$ cat src/rtl/ws2812b_pkg.sv
// rtl/ws2812b_pkg.sv - shared widths, phase encodings and colour-order constants
package ws2812b_pkg;

   localparam int PIXEL_W   = 24;
   localparam int ENTRY_W   = PIXEL_W + 1;
   localparam int ORDER_RGB = 0;
   localparam int ORDER_GRB = 1;

   typedef enum logic [1:0] {
      PH_R = 2'd0,
      PH_G = 2'd1,
      PH_B = 2'd2
   } phase_t;

endpackage

$ cat src/rtl/ws2812b_pixel_feeder_if.sv
// rtl/ws2812b_pixel_feeder_if.sv - byte write port and pixel stream handshake bundle
interface ws2812b_pixel_feeder_if;

   logic [7:0]                     wr_data;
   logic                           wr_en;
   logic                           wr_latch;
   logic                           wr_ready;
   logic [ws2812b_pkg::PIXEL_W-1:0] pix_data;
   logic                           pix_valid;
   logic                           pix_latch;
   logic                           pix_ready;

   // Environment side: CPU byte writer plus downstream serial driver.
   modport master (
      output wr_data, wr_en, wr_latch, pix_ready,
      input  wr_ready, pix_data, pix_valid, pix_latch
   );

   // Feeder side.
   modport slave (
      input  wr_data, wr_en, wr_latch, pix_ready,
      output wr_ready, pix_data, pix_valid, pix_latch
   );

endinterface

$ cat src/rtl/ws2812b_sync_fifo.sv
// rtl/ws2812b_sync_fifo.sv - show-ahead synchronous FIFO with explicit level counter
module ws2812b_sync_fifo #(
   parameter int DEPTH = 4,
   parameter int WIDTH = 25
) (
   input  logic                     clk,
   input  logic                     rst_n,
   input  logic                     push,
   input  logic                     pop,
   input  logic                     flush,
   input  logic [WIDTH-1:0]         din,
   output logic [WIDTH-1:0]         head,
   output logic [$clog2(DEPTH):0]   level
);

   localparam int AW = $clog2(DEPTH);
   localparam int LW = AW + 1;
   localparam logic [LW-1:0] FULL = LW'(DEPTH);

   logic [WIDTH-1:0] mem [DEPTH];
   logic [AW-1:0]    wr_ptr;
   logic [AW-1:0]    rd_ptr;
   logic             do_push;
   logic             do_pop;

   // Guards keep the FIFO self-consistent even if the caller misbehaves.
   assign do_push = push && (level != FULL) && !flush;
   assign do_pop  = pop && (level != '0) && !flush;

   // Head is read combinationally at the read pointer (show-ahead).
   assign head = mem[rd_ptr];

   // Storage array; cleared on reset so the head reads zero while empty.
   always_ff @(posedge clk or negedge rst_n) begin
      if (!rst_n) begin
         for (int i = 0; i < DEPTH; i++) mem[i] <= '0;
      end else if (do_push) begin
         mem[wr_ptr] <= din;
      end
   end

   // Pointers wrap naturally; level is tracked separately from them.
   always_ff @(posedge clk or negedge rst_n) begin
      if (!rst_n) begin
         wr_ptr <= '0;
         rd_ptr <= '0;
         level  <= '0;
      end else if (flush) begin
         wr_ptr <= '0;
         rd_ptr <= '0;
         level  <= '0;
      end else begin
         if (do_push) wr_ptr <= wr_ptr + 1'b1;
         if (do_pop)  rd_ptr <= rd_ptr + 1'b1;
         case ({do_push, do_pop})
            2'b10:   level <= level + 1'b1;
            2'b01:   level <= level - 1'b1;
            default: level <= level;
         endcase
      end
   end

endmodule

$ cat src/rtl/ws2812b_pixel_feeder.sv
// rtl/ws2812b_pixel_feeder.sv - assembles R,G,B bytes into queued 24-bit pixel words
module ws2812b_pixel_feeder
   import ws2812b_pkg::*;
#(
   parameter int DEPTH     = 4,
   parameter int GRB_ORDER = 1
) (
   input  logic                     clk,
   input  logic                     rst_n,
   ws2812b_pixel_feeder_if.slave    bus,
   input  logic                     abort,
   input  logic                     clr_ovf,
   output logic [$clog2(DEPTH):0]   level,
   output logic [1:0]               phase,
   output logic                     busy,
   output logic                     overflow
);

   localparam int LW = $clog2(DEPTH) + 1;
   localparam logic [LW-1:0] FULL = LW'(DEPTH);

   phase_t               state;
   phase_t               state_next;
   logic [7:0]           r_q;
   logic [7:0]           g_q;
   logic                 accept;
   logic                 reject;
   logic                 push;
   logic                 pop;
   logic [PIXEL_W-1:0]   word;
   logic [ENTRY_W-1:0]   head;

   // Only the B byte needs FIFO space, so R and G are always accepted.
   assign bus.wr_ready = (state != PH_B) || (level != FULL);

   // abort outranks any write in the same cycle, including the overflow side effect.
   assign accept = bus.wr_en && bus.wr_ready && !abort;
   assign reject = bus.wr_en && !bus.wr_ready && !abort;
   assign push   = accept && (state == PH_B);
   assign pop    = bus.pix_valid && bus.pix_ready;

   assign word = (GRB_ORDER == ORDER_GRB) ? {g_q, r_q, bus.wr_data}
                                          : {r_q, g_q, bus.wr_data};

   ws2812b_sync_fifo #(
      .DEPTH (DEPTH),
      .WIDTH (ENTRY_W)
   ) u_fifo (
      .clk   (clk),
      .rst_n (rst_n),
      .push  (push),
      .pop   (pop),
      .flush (abort),
      .din   ({bus.wr_latch, word}),
      .head  (head),
      .level (level)
   );

   assign bus.pix_valid = (level != '0);
   assign bus.pix_latch = head[PIXEL_W];
   assign bus.pix_data  = head[PIXEL_W-1:0];
   assign phase         = state;
   assign busy          = (level != '0) || (state != PH_R);

   // Assembler phase register.
   always_ff @(posedge clk or negedge rst_n) begin
      if (!rst_n) state <= PH_R;
      else        state <= state_next;
   end

   // Next phase: advance on each accepted byte; abort or the unused code returns to R.
   always_comb begin
      state_next = state;
      if (abort) begin
         state_next = PH_R;
      end else begin
         case (state)
            PH_R:    if (accept) state_next = PH_G;
            PH_G:    if (accept) state_next = PH_B;
            PH_B:    if (accept) state_next = PH_R;
            default: state_next = PH_R;
         endcase
      end
   end

   // R/G holding registers; deliberately left alone by abort.
   always_ff @(posedge clk or negedge rst_n) begin
      if (!rst_n) begin
         r_q <= '0;
         g_q <= '0;
      end else begin
         if (accept && (state == PH_R)) r_q <= bus.wr_data;
         if (accept && (state == PH_G)) g_q <= bus.wr_data;
      end
   end

   // Sticky overflow: a dropped byte sets it and wins over a same-cycle clear.
   always_ff @(posedge clk or negedge rst_n) begin
      if (!rst_n)       overflow <= 1'b0;
      else if (reject)  overflow <= 1'b1;
      else if (clr_ovf) overflow <= 1'b0;
   end

endmodule

$ cat src/flat_wrapper.sv
// flat-port wrapper written by rule: the top's interface ports become plain ports
module ws2812b_pixel_feeder_flat import ws2812b_pkg::*;
#(
   parameter int DEPTH     = 4,
   parameter int GRB_ORDER = 1
)
  (clk, rst_n, abort, clr_ovf, level, phase, busy, overflow, bus_wr_data, bus_wr_en, bus_wr_latch, bus_pix_ready, bus_wr_ready, bus_pix_data, bus_pix_valid, bus_pix_latch);
  ws2812b_pixel_feeder_if bus_i ();
  input  logic clk;
  input  logic rst_n;
  input  logic abort;
  input  logic clr_ovf;
  output logic [$clog2(DEPTH):0] level;
  output logic [1:0] phase;
  output logic busy;
  output logic overflow;
  input wire logic [$bits(bus_i.wr_data)-1:0] bus_wr_data;
  input wire logic [$bits(bus_i.wr_en)-1:0] bus_wr_en;
  input wire logic [$bits(bus_i.wr_latch)-1:0] bus_wr_latch;
  input wire logic [$bits(bus_i.pix_ready)-1:0] bus_pix_ready;
  output wire logic [$bits(bus_i.wr_ready)-1:0] bus_wr_ready;
  output wire logic [$bits(bus_i.pix_data)-1:0] bus_pix_data;
  output wire logic [$bits(bus_i.pix_valid)-1:0] bus_pix_valid;
  output wire logic [$bits(bus_i.pix_latch)-1:0] bus_pix_latch;
  assign bus_i.wr_data = bus_wr_data;
  assign bus_i.wr_en = bus_wr_en;
  assign bus_i.wr_latch = bus_wr_latch;
  assign bus_i.pix_ready = bus_pix_ready;
  assign bus_wr_ready = bus_i.wr_ready;
  assign bus_pix_data = bus_i.pix_data;
  assign bus_pix_valid = bus_i.pix_valid;
  assign bus_pix_latch = bus_i.pix_latch;
  ws2812b_pixel_feeder #(.DEPTH(DEPTH), .GRB_ORDER(GRB_ORDER)) u_core (.clk(clk), .rst_n(rst_n), .bus(bus_i), .abort(abort), .clr_ovf(clr_ovf), .level(level), .phase(phase), .busy(busy), .overflow(overflow));
endmodule
$ cat config.mk
export PLATFORM = sky130hd
export DESIGN_NAME = ws2812b_pixel_feeder_flat
export DESIGN_NICKNAME = d
export VERILOG_FILES = /design/src/rtl/ws2812b_pkg.sv /design/src/rtl/ws2812b_pixel_feeder_if.sv /design/src/rtl/ws2812b_sync_fifo.sv /design/src/rtl/ws2812b_pixel_feeder.sv /design/src/flat_wrapper.sv
export SDC_FILE = /design/constraint.sdc
export NUM_CORES = 1
export LEC_CHECK = 0
export BUFFER_PORTS_ARGS = -buffer_cell sky130_fd_sc_hd__buf_4
export CAP_MARGIN = 20
export CORE_ASPECT_RATIO = 2
export CORE_MARGIN = 4
export CORE_UTILIZATION = 56
export CTS_BUF_LIST = sky130_fd_sc_hd__clkbuf_4 sky130_fd_sc_hd__clkbuf_8
export DETAILED_ROUTE_END_ITERATION = 16
export GPL_ROUTABILITY_DRIVEN = 1
export PLACE_DENSITY = 0.78
export SLEW_MARGIN = 20
export SYNTH_ARGS = -nofsm -noshare
export SYNTH_HDL_FRONTEND = slang
export SYNTH_SLANG_ARGS = --single-unit
export TNS_END_PERCENT = 30
$ cat constraint.sdc
create_clock -name clk -period 2.5 [get_ports clk]
set_input_delay 0.25 -clock clk [delete_from_list [all_inputs] [get_ports clk]]
set_output_delay 0.25 -clock clk [all_outputs]
set_load 0.01 [all_outputs]
# After elaboration in Yosys (flattened, before gate mapping)
# Cells that the tools add are included.
# op_classes
reduce_logical	25
order_cmp	3
mux	19
eq_ne	9
add_sub_neg	4
bitwise_logic	2
# ops
op	count
$bwmux W100	1
$mux W25	3
$bmux W25 S2	1
$demux W25 S2	1
$mux W2	8
$logic_and A1 B1 Y1	13
$ne A3 B2 Y1 const B	3
$reduce_bool A2 Y1	4
$ge A3 B3 Y1 const B	2
$not A2 Y3	2
$pmux W2 S3	1
$pmux W3 S2	1
$reduce_bool A3 Y1	2
$add A2 B1 Y2 const B	2
$eq A2 B1 Y1 const B	2
$eq A2 B2 Y1 const B	2
$add A3 B1 Y3 const B	1
$lt A3 B1 Y1 const B	1
$mux W3	1
$ne A3 B3 Y1 const B	1
$reduce_and A3 Y1	1
$sub A3 B1 Y3 const B	1
$logic_not A1 Y1	2
$logic_not A2 Y1	1
3 further kinds	5
# totals
wordCells	73
reg_bits	126
in_bits	15

# Logic depth before layout (Yosys ltp)
# Gate-level depths: netlist of run 1.
# depth
word_depth	10
mapped_depth	8
mapped_depth_nobuf	7

# Hierarchy
# Synthesis of run 1 repeated with hierarchy kept, for this count alone.
# hier_totals
hier_cells	355
hier_area_um2	5694.2
# by_module_without_submodules
mod	n_inst	cells_each	area_per_inst_um2
ws2812b_sync_fifo	1	301	4879.7
ws2812b_pixel_feeder	1	54	814.5

# Worst setup path before layout of run 1
# OpenSTA, ideal clock, no wires.
# synth_path
kind	reg2reg
from	register u_core.state[0], in the netlist u_core.phase[0]
to	register u_core.u_fifo.level[2]
period_less_slack_ns	2.788
arrival_time_ns	2.710
path_stages_with_launch	9
n_path_buf	1
required_time_ns	2.422
path_slack_ns	-0.288
path_cell_list	dfrtp_1 buf_6 nand4bb_4 a21oi_4 nor3_1 fa_1 or4b_2 a31o_2 a21oi_1
# synth_via
elab_chain_len	10
elab_cells_between_ends	13
cone_classes	eq/ne: 4; mux: 2; reduce/logical: 7
# synth_rtl
item	line	source
start: declaration	ws2812b_pixel_feeder.sv:22	phase_t state;
start signal: assignment	ws2812b_pixel_feeder.sv:68	else state <= state_next;
$ne A2 B2 Y1	ws2812b_pixel_feeder.sv:34	assign bus.wr_ready = (state != PH_B) || (level != FULL);
$logic_or A1 B1 Y1	ws2812b_pixel_feeder.sv:34	
$logic_and A1 B1 Y1 (2 in a row)	ws2812b_pixel_feeder.sv:37	assign accept = bus.wr_en && bus.wr_ready && !abort;
$logic_and A1 B1 Y1 *	ws2812b_pixel_feeder.sv:39	assign push = accept && (state == PH_B);
$logic_and A1 B1 Y1 * (2 in a row)	ws2812b_sync_fifo.sv:27	assign do_push = push && (level != FULL) && !flush;
$eq A2 B1 Y1 or $eq A2 B2 Y1 (tied branches)	ws2812b_sync_fifo.sv:55	case ({do_push, do_pop})
$pmux W3 S2	ws2812b_sync_fifo.sv:55	
$mux W3	ws2812b_sync_fifo.sv:48	end else if (flush) begin
end signal: assignment	ws2812b_sync_fifo.sv:56	2'b10: level <= level + 1'b1;
end signal: assignment	ws2812b_sync_fifo.sv:57	2'b01: level <= level - 1'b1;
end signal: assignment	ws2812b_sync_fifo.sv:58	default: level <= level;
end: declaration	ws2812b_sync_fifo.sv:13	output logic [$clog2(DEPTH):0] level
# Mark *: on every way between the ends. The rest lies on a longest branch, timed or not.
# A chain may end at the register's enable or synchronous reset.

# Worst setup path after layout of run 1
# layout_path
from	register u_core.u_fifo.level[1]
to	register u_core.u_fifo.level[2]
# layout_via
elab_chain_len	10
elab_cells_between_ends	18
cone_classes	add/sub: 2; eq/ne: 3; mux: 2; reduce/logical: 11
# layout_rtl
item	line
$ne A3 B3 Y1	ws2812b_sync_fifo.sv:27, ws2812b_pixel_feeder.sv:34
$logic_or A1 B1 Y1	ws2812b_pixel_feeder.sv:34
$logic_and A1 B1 Y1 (2 in a row)	ws2812b_pixel_feeder.sv:37
$logic_and A1 B1 Y1	ws2812b_pixel_feeder.sv:39
$logic_and A1 B1 Y1 (2 in a row)	ws2812b_sync_fifo.sv:27
$eq A2 B1 Y1 or $eq A2 B2 Y1 (tied branches)	ws2812b_sync_fifo.sv:55
$pmux W3 S2	ws2812b_sync_fifo.sv:55
$mux W3	ws2812b_sync_fifo.sv:48
# Parallel ways exist; a longest one is shown, timed or not.

==> out/metrics.csv, run 1 <==
stage,metric,value,unit
status,status,completed,
layout,areaGrowthSynthToFinish,17.5,%
die,initial_core_util,57.7,%
die,dieWidth,80.6,um
grt,grt_use_total,21.0,%
synth,synth_top_family_by_area,multiplexers,
layout,final_cells,561,
sta,rsz0062_at_grt,no,
setup_path,crit_path_max_fanout,5,
grt,grt_pass1_wl,19400,um
layout,insertedDiodeCount,0,
sta,slew_headroom,62.9,%
synth,synth_cell_type_count,33,
drt,wl_per_cell,20.8,um
die,die_h,153,um
drt,drt_pass1_iterations,4,
setup_path,max_stage_delay,490,ps
grt,grt_max_degree,65,
cts,clkSinkCount,126,
placed_design,dp_hpwl,7690,um
synth,synth.net_count,359,
setup_path,cp.required,2850,ps
drt,postRouteWirelength,11700,um
die,io_pins,49,
sta,min_period,2320,ps
cts,clk_pin_slew,70,ps
setup_path,crit_type,flip-flop to flip-flop,
setup_path,crit_buf_inv,0,
placed_design,gp_congestion,0.723,
drt,drt_iter0_drc,150,
setup_path,crit_family,simple AND/OR/NAND/NOR gates,
cts,root_buffer,clkbuf_8,
placed_design,io_buffer_count,48,
layout,final_common_cell,dfrtp_1,
drt,num_vias,3166,
synth,synthXorXnorAreaFrac,0.743,%
cts,insertion_delay,430,ps
synth,ys.flop_type,dfrtp_1,
sta,hold_viol_final,0,
sta,finalWorstSetupSlack,175,ps
layout,final_cell_mix,"dfrtp_1 (125), mux2_4 (80), buf_4 (68)",
sta,finalMaxSlewViolations,0,
layout,fillerInstances,715,
grt,grt_pass1_vias,3646,
layout,final_area,6930,um^2
layout,drive_above_1_share,60.1,%
cts,cts_resized,0,
sta,period_share,93.0,%
sta,worstMarginPinSlew,556,ps
placed_design,dp.cells,527,
sta,finalSetupViolCount,0,
synth,yosys_warnings,0,
sta,fin_skew,11.0,ps
die,core,10200,um^2
setup_path,startpoint_type,flip-flop,
synth,synth-adder-area-share,1.19,%
die,die-area,12300,um^2
synth,synth_top_cell_by_area,dfrtp_1,
synth,synth-compound-area-share,1.25,%
synth,synth_cells,339,
sta,max_freq,0.430,GHz
cts,cts_buffers,17,
synth,synth-edff-count,0,
synth,yosys-mux-area-fraction,37.3,%
drt,ant_nets,0,
synth,yosys-top-cells-area,"dfrtp_1 (53%), mux2_4 (20%), mux4_2 (9.5%)",
pwr,power.density,759,nW/um^2
pwr,p_leak,0.00354,uW
die,row_count,52,
setup_path,cp_slowest_cell,or4b_4,
cts,cts_max_path_buffers,2,
layout,layout.nets,433,
drt,viasPerCell,5.64,
grt,antenna_found_initial,0,
drt,drc_errors,0,
setup_path,crit_path_cell_trace,or3_1 > nand2_1 > nor3_2 > fa_2 > or4b_4 > a31o_2 > a21oi_1,
setup_path,worstPathArrival,2680,ps
synth,seq_area_frac_synth,53.5,%
synth,synth_area,5900,um^2
run,cap_violations,0,
synth,synth-seq-cells,126,
cts,htreeDepth,4,
pwr,vdd_drop_max,0.552,mV
cts,cts_tree,yes,
placed_design,dpl_cell_area,6500,um^2
grt,grt_overflow_total,0,
synth,yosys.area_share.simple,3.48,%
synth,async_reset_ff_share,100,%
worst_hold_path,hold_path_class,primary input to flip-flop,
setup_path,crit_path_end_kind,flip-flop,
sta,setup_tns,0,ps
synth,synth_top_area_share,53.5,%
synth,avgSynthCellArea,17.4,um^2
placed_design,dp_slack,197,ps
kinds of logic after synthesis:
group	count (synthesis)
mux	144
flops	126
simple gates	28
buf+inv	21
compound gates	10
xor+xnor	5
fa+ha+maj	5
registers in the layout (all words and copies together), names as in the netlist:
name	flops
u_core.u_fifo.mem	100
u_core.u_fifo.wr_ptr	2
u_core.r_q	8
u_core.g_q	8
u_core.u_fifo.level	3
u_core.overflow	1
u_core.phase	2
u_core.u_fifo.rd_ptr	2
report_power, final:
| part | switching [uW] | internal, uW | total [uW] |
|---|---|---|---|
| clock network | 786 | 1020 | 1810 |
| logic | 368 | 625 | 993 |
| registers | 197 | 2260 | 2460 |
| total | 1350 | 3910 | 5260 |
synth_stat cells (all sizes together), types with 2 or more instances:
library cell / n
dfrtp: 126
mux2: 117
mux4: 25
buf: 12
nand2: 7
nor2: 6
clkbuf: 5
a21oi: 4
ha: 4
inv: 4
nand2b: 3
or3: 3
xor2: 3
mux2i: 2
nand3: 2
nor3: 2
o22ai: 2
xnor2: 2
timing repair:
| action | CTS | global route |
|---|---|---|
| endpoints found under the hold margin | 23 | 0 |
| hold buffers | 2 | 0 |
| setup endpoints to repair | 0 | 0 |
| buffers inserted | 0 | 0 |
per-stage QoR:
| stage | hold slack [ps] | util (%) | power, uW |
|---|---|---|---|
| after floorplan | -45.6 | - | 3030 |
| after global placement | 169 | 63.6 | 3460 |
| after CTS | 48.9 | 67.8 | 5320 |
| final | 78.5 | 67.8 | 5260 |
| after detailed placement | 174 | 63.6 | 3500 |
| after global routing | 64.7 | 67.8 | 5500 |
routing by layer:
metal | share of wire (%) | GRT usage (%) | wire, um
met1 | 41 | 26.4 | 4760
met2 | 54 | 34.6 | 6290
met3 | 2.9 | 4.42 | 337
met4 | 2.4 | 9.43 | 274
met5 | 0 | 0 | 0
path summary, 6_finish.rpt:
path,endpoint,cells after the start,start,slack [ps]
max,u_core.u_fifo.level[2]$_DFFE_PN0P_,7,u_core.u_fifo.level[1]$_DFFE_PN0P_,180
min,u_core.u_fifo.mem[74]$_DFFE_PN0P_,2,bus_wr_latch,80
max reg2reg,u_core.u_fifo.level[2]$_DFFE_PN0P_,7,u_core.u_fifo.level[1]$_DFFE_PN0P_,180
min reg2reg,u_core.u_fifo.mem[18]$_DFFE_PN0P_,1,u_core.u_fifo.mem[18]$_DFFE_PN0P_,510
max in group asynchronous,u_core.u_fifo.mem[36]$_DFFE_PN0P_,3,rst_n,1590
min in group asynchronous,u_core.overflow$_DFFE_PN0P_,2,rst_n,260
cell type report:
cell class / instances / area, um^2 / area share, %
clock buffers: 19 / 262 / 3.78
clock inverters: 13 / 145 / 2.10
inverters: 4 / 15.0 / 0.217
multi-input cells: 192 / 2610 / 37.7
flip-flops and latches: 126 / 3150 / 45.5
well taps: 135 / 169 / 2.44
repair buffers: 72 / 571 / 8.24
No activity file was read; power rests on OpenSTA's default activity.
==> inputs of run 2 (changes only) <==
Settings changed: CORE_ASPECT_RATIO 2 to 1.5.
==> out/metrics.csv, run 2 (synthesis gave the netlist of run 1 again) <==
stage,metric,value,unit
layout,insertedDiodeCount,0,
sta,period_share,93.0,%
placed_design,dp_slack,191,ps
layout,largest_reg_flops,100,
layout,areaGrowthSynthToFinish,18.2,%
pwr,fin_total_pwr,5270,uW
drt,drc_errors,0,
layout,regMostFlops,u_core.u_fifo.mem,
layout,layout.nets,433,
die,initial_core_util,57.9,%
drt,num_vias,3144,
die,io_pins,49,
grt,antenna_found_initial,0,
setup_path,startpoint_type,flip-flop,
setup_path,cp_slowest_cell,or4b_4,
cts,root_buffer,clkbuf_8,
cts,post_cts_buffers,0,
die,die-area,12300,um^2
pwr,p_leak,0.00356,uW
drt,drt_pass1_iterations,4,
pwr,vdd_drop_max,0.494,mV
cts,htreeDepth,4,
layout,final_cell_mix,"dfrtp_1 (125), mux2_4 (80), buf_4 (66)",
layout,final_area,6970,um^2
sta,worstMarginPinSlew,663,ps
grt,grt_overflow_total,0,
layout,final-seq-area,3150,um^2
setup_path,cp.required,2860,ps
setup_path,crit_path_cell_trace,or3_1 > nand2_1 > nor3_2 > fa_2 > or4b_4 > a31o_2 > a21oi_1,
grt,grt_pass1_wl,18500,um
status,status,completed,
die,core,10200,um^2
die,die_h,134,um
drt,wl_per_cell,19.5,um
sta,finalSetupViolCount,0,
run,cap_violations,0,
sta,hold_slack,72.6,ps
placed_design,dpl_cell_area,6530,um^2
drt,viasPerCell,5.55,
sta,rsz0062_at_grt,no,
layout,drive_above_1_share,60.0,%
die,dieWidth,91.8,um
cts,cts_tree,yes,
worst_hold_path,hold_path_class,primary input to flip-flop,
sta,min_period,2320,ps
cts,cts_resized,0,
drt,wl_met3,365,um
sta,slew_headroom,55.8,%
sta,finalWorstSetupSlack,176,ps
grt,grt_pass1_vias,3484,
drt,wl_met1,4840,um
setup_path,max_stage_delay,490,ps
grt,grt_use_total,19.6,%
drt,top_layer,met4,
sta,finalMaxSlewViolations,0,
placed_design,dp_hpwl,7340,um
cts,clk_pin_slew,70,ps
layout,fillerInstances,689,
grt,grt_max_degree,51,
sta,max_freq,0.430,GHz
setup_path,crit_type,flip-flop to flip-flop,
placed_design,io_buffer_count,48,
layout,biggestRegsByFlops,"u_core.u_fifo.mem (100), u_core.g_q (8), u_core.r_q (8)",
layout,multi_input_area,2610,um^2
drt,ant_nets,0,
setup_path,worstPathArrival,2690,ps
drt,wl_met2,5660,um
sta,hold_viol_final,0,
drt,drt_iter0_drc,163,
cts,holdBufCountCts,2,
sta,fin_skew,10.9,ps
setup_path,crit_path_end_kind,flip-flop,
cts,cts_max_path_buffers,2,
placed_design,gp_congestion,0.734,
cts,cts_buffers,17,
layout,final_common_cell,dfrtp_1,
pwr,power.density,756,nW/um^2
cts,insertion_delay,440,ps
die,row_count,45,
drt,postRouteWirelength,11000,um
setup_path,crit_path_max_fanout,5,
cts,clkSinkCount,126,
[run 2: layer usage]
layer,vias to the layer above,track usage [%]
met5,-,0
li1,1400,-
met4,0,5.95
met1,1673,25.7
met3,15,5.48
met2,56,32.0
[run 2: path summary, 6_finish.rpt]
path,cells past startpoint,slack [ps],end,start
setup / recovery,7,180,u_core.u_fifo.level[2]$_DFFE_PN0P_,u_core.u_fifo.level[1]$_DFFE_PN0P_
hold / removal,2,70,u_core.u_fifo.mem[24]$_DFFE_PN0P_,bus_wr_latch
setup reg to reg,7,180,u_core.u_fifo.level[2]$_DFFE_PN0P_,u_core.u_fifo.level[1]$_DFFE_PN0P_
hold reg to reg,1,500,u_core.u_fifo.mem[75]$_DFFE_PN0P_,u_core.u_fifo.mem[75]$_DFFE_PN0P_
max in group asynchronous,3,1450,u_core.u_fifo.mem[41]$_DFFE_PN0P_,rst_n
min in group asynchronous,2,390,u_core.u_fifo.mem[84]$_DFFE_PN0P_,rst_n
[run 2: cell type report]
type,instances,area share [%]
Sequential cell,126,45.3
Multi-Input combinational cell,192,37.5
Timing Repair Buffer,72,8.55
Clock buffer,26,4.87
Tap cell,141,2.53
Clock inverter,5,1.11
Inverter,4,0.215
[run 2: power by group]
part / switching [uW] / internal (uW) / total (uW)
Sequential: 184 / 2260 / 2440
Clock: 763 / 1070 / 1840
Combinational: 368 / 622 / 990
[run 2: critical path, delay by kind of cell (launching register included)]
family | cells | cell delay (ps)
compound gates | 2 | 360
flops | 1 | 390
simple gates | 4 | 1110
fa+ha+maj | 1 | 390
[run 2: metrics by stage]
step	setup TNS [ps]	util (%)	std cells
6_report	0	68.4	566
5_1_grt	0	68.4	566
4_1_cts	0	68.4	566
3_5_place_dp	0	64.1	533
3_3_place_gp	0	64.1	533
2_1_floorplan	-32.7	-	339
==> inputs of run 3 (changes only) <==
Settings changed: CORE_MARGIN 4 to 1.
==> out/metrics.csv, run 3 (synthesis gave the netlist of run 1 again) <==
stage,metric,value,unit
setup_path,startpoint_type,flip-flop,
worst_hold_path,hold_path_class,primary input to flip-flop,
die,core,10200,um^2
layout,final_cell_mix,"dfrtp_1 (125), mux2_4 (80), buf_4 (63)",
pwr,power.density,767,nW/um^2
grt,grt_pass1_wl,18600,um
sta,min_period,2300,ps
setup_path,crit_path_max_fanout,5,
cts,htreeDepth,4,
layout,largest_reg_flops,100,
drt,wl_per_cell,19.5,um
sta,finalSetupViolCount,0,
sta,hold_viol_final,0,
pwr,vdd_drop_max,0.436,mV
drt,viasPerCell,5.55,
layout,layout.nets,430,
grt,grt_pass1_vias,3528,
placed_design,dp.cells,530,
die,io_pins,49,
setup_path,r2r_setup_slack,200,ps
sta,fin_skew,6.92,ps
sta,max_freq,0.434,GHz
placed_design,dp_slack,203,ps
pwr,fin_total_pwr,5340,uW
cts,cts_tree,yes,
die,row_count,45,
setup_path,crit_path_end_kind,flip-flop,
drt,drt_pass1_iterations,4,
layout,drive_above_1_share,59.8,%
sta,period_share,92.2,%
cts,cts_resized,0,
cts,root_buffer,clkbuf_8,
setup_path,worstPathArrival,2660,ps
layout,biggestRegsByFlops,"u_core.u_fifo.mem (100), u_core.g_q (8), u_core.r_q (8)",
cts,clkSinkCount,126,
layout,final_area,6960,um^2
setup_path,crit_type,flip-flop to flip-flop,
sta,finalMaxSlewViolations,0,
layout,areaGrowthSynthToFinish,18.1,%
sta,worstMarginPinSlew,521,ps
run,cap_violations,0,
layout,final_common_cell,dfrtp_1,
placed_design,io_buffer_count,48,
die,dieWidth,85.8,um
placed_design,dpl_cell_area,6510,um^2
placed_design,gp_congestion,0.698,
status,status,completed,
sta,rsz0062_at_grt,no,
drt,postRouteWirelength,11000,um
drt,num_vias,3130,
die,die-area,11000,um^2
die,die_h,128,um
drt,drt_iter0_drc,133,
sta,finalWorstSetupSlack,196,ps
sta,slew_headroom,65.2,%
cts,clk_pin_slew,70,ps
grt,antenna_found_initial,0,
drt,ant_nets,0,
layout,regMostFlops,u_core.u_fifo.mem,
cts,cts_buffers,17,
cts,post_cts_buffers,0,
grt,grt_overflow_total,0,
layout,final_cells,564,
drt,drc_errors,0,
placed_design,dp_hpwl,7020,um
grt,grt_max_degree,70,
setup_path,cp.required,2860,ps
die,initial_core_util,57.9,%
cts,cts_max_path_buffers,2,
layout,post-route-util,68.3,%
pwr,p_leak,0.00356,uW
grt,grt_use_total,22.9,%
layout,insertedDiodeCount,0,
cts,insertion_delay,430,ps
-- run 3: path summary, 6_finish.rpt --
check | from | end | cells after the start
max | u_core.u_fifo.level[1]$_DFFE_PN0P_ | u_core.u_fifo.level[2]$_DFFE_PN0P_ | 7
min | bus_wr_latch | u_core.u_fifo.mem[99]$_DFFE_PN0P_ | 2
max reg2reg | u_core.u_fifo.level[1]$_DFFE_PN0P_ | u_core.u_fifo.level[2]$_DFFE_PN0P_ | 7
min reg2reg | u_core.u_fifo.mem[39]$_DFFE_PN0P_ | u_core.u_fifo.mem[39]$_DFFE_PN0P_ | 1
max in group asynchronous | rst_n | u_core.u_fifo.mem[6]$_DFFE_PN0P_ | 3
min in group asynchronous | rst_n | u_core.u_fifo.mem[9]$_DFFE_PN0P_ | 2
-- run 3: worst max-delay path, stage by stage (launching register included) --
cell and delay, ps:
dfrtp_1 380, or3_1 390, nand2_1 160, nor3_2 70, fa_2 400, or4b_4 480, a31o_2 250, a21oi_1 110
-- run 3: metrics by stage --
stage | hold WS, ps | TNS (ps)
after floorplan | -45.6 | -32.7
after global placement | 243 | 0
after detailed placement | 247 | 0
after CTS | 44.5 | 0
after global routing | 59.0 | 0
final | 69.9 | 0
-- run 3: layout make-up --
class | count | area [um^2]
timing repair buffer | 69 | 573
sequential | 126 | 3150
fill | 686 | 3230
clock buffer | 26 | 327
clock inverter | 6 | 105
multi-input combinational | 192 | 2610
inverter | 4 | 15.0
tap | 141 | 176
-- run 3: per-layer routing --
| metal | part of all wire [%] | track usage (%) | routed length, um |
|---|---|---|---|
| met5 | 0 | 0 | 0 |
| met4 | 1.8 | 8.82 | 200 |
| met3 | 2.7 | 5.73 | 303 |
| met2 | 52 | 37.5 | 5740 |
| met1 | 43 | 29.5 | 4790 |
-- run 3: where the power goes --
part | switching (uW) | leakage (uW) | total [uW] | internal [uW]
Combinational | 359 | 0.00163 | 981 | 622
Sequential | 193 | 0.00170 | 2450 | 2260
Clock | 763 | 0.000228 | 1910 | 1140
-- run 3: what timing repair did --
item,4_1_cts,5_1_grt
endpoints found under the hold margin,36,0
hold buffers,2,0
endpoints found under the setup margin,0,0
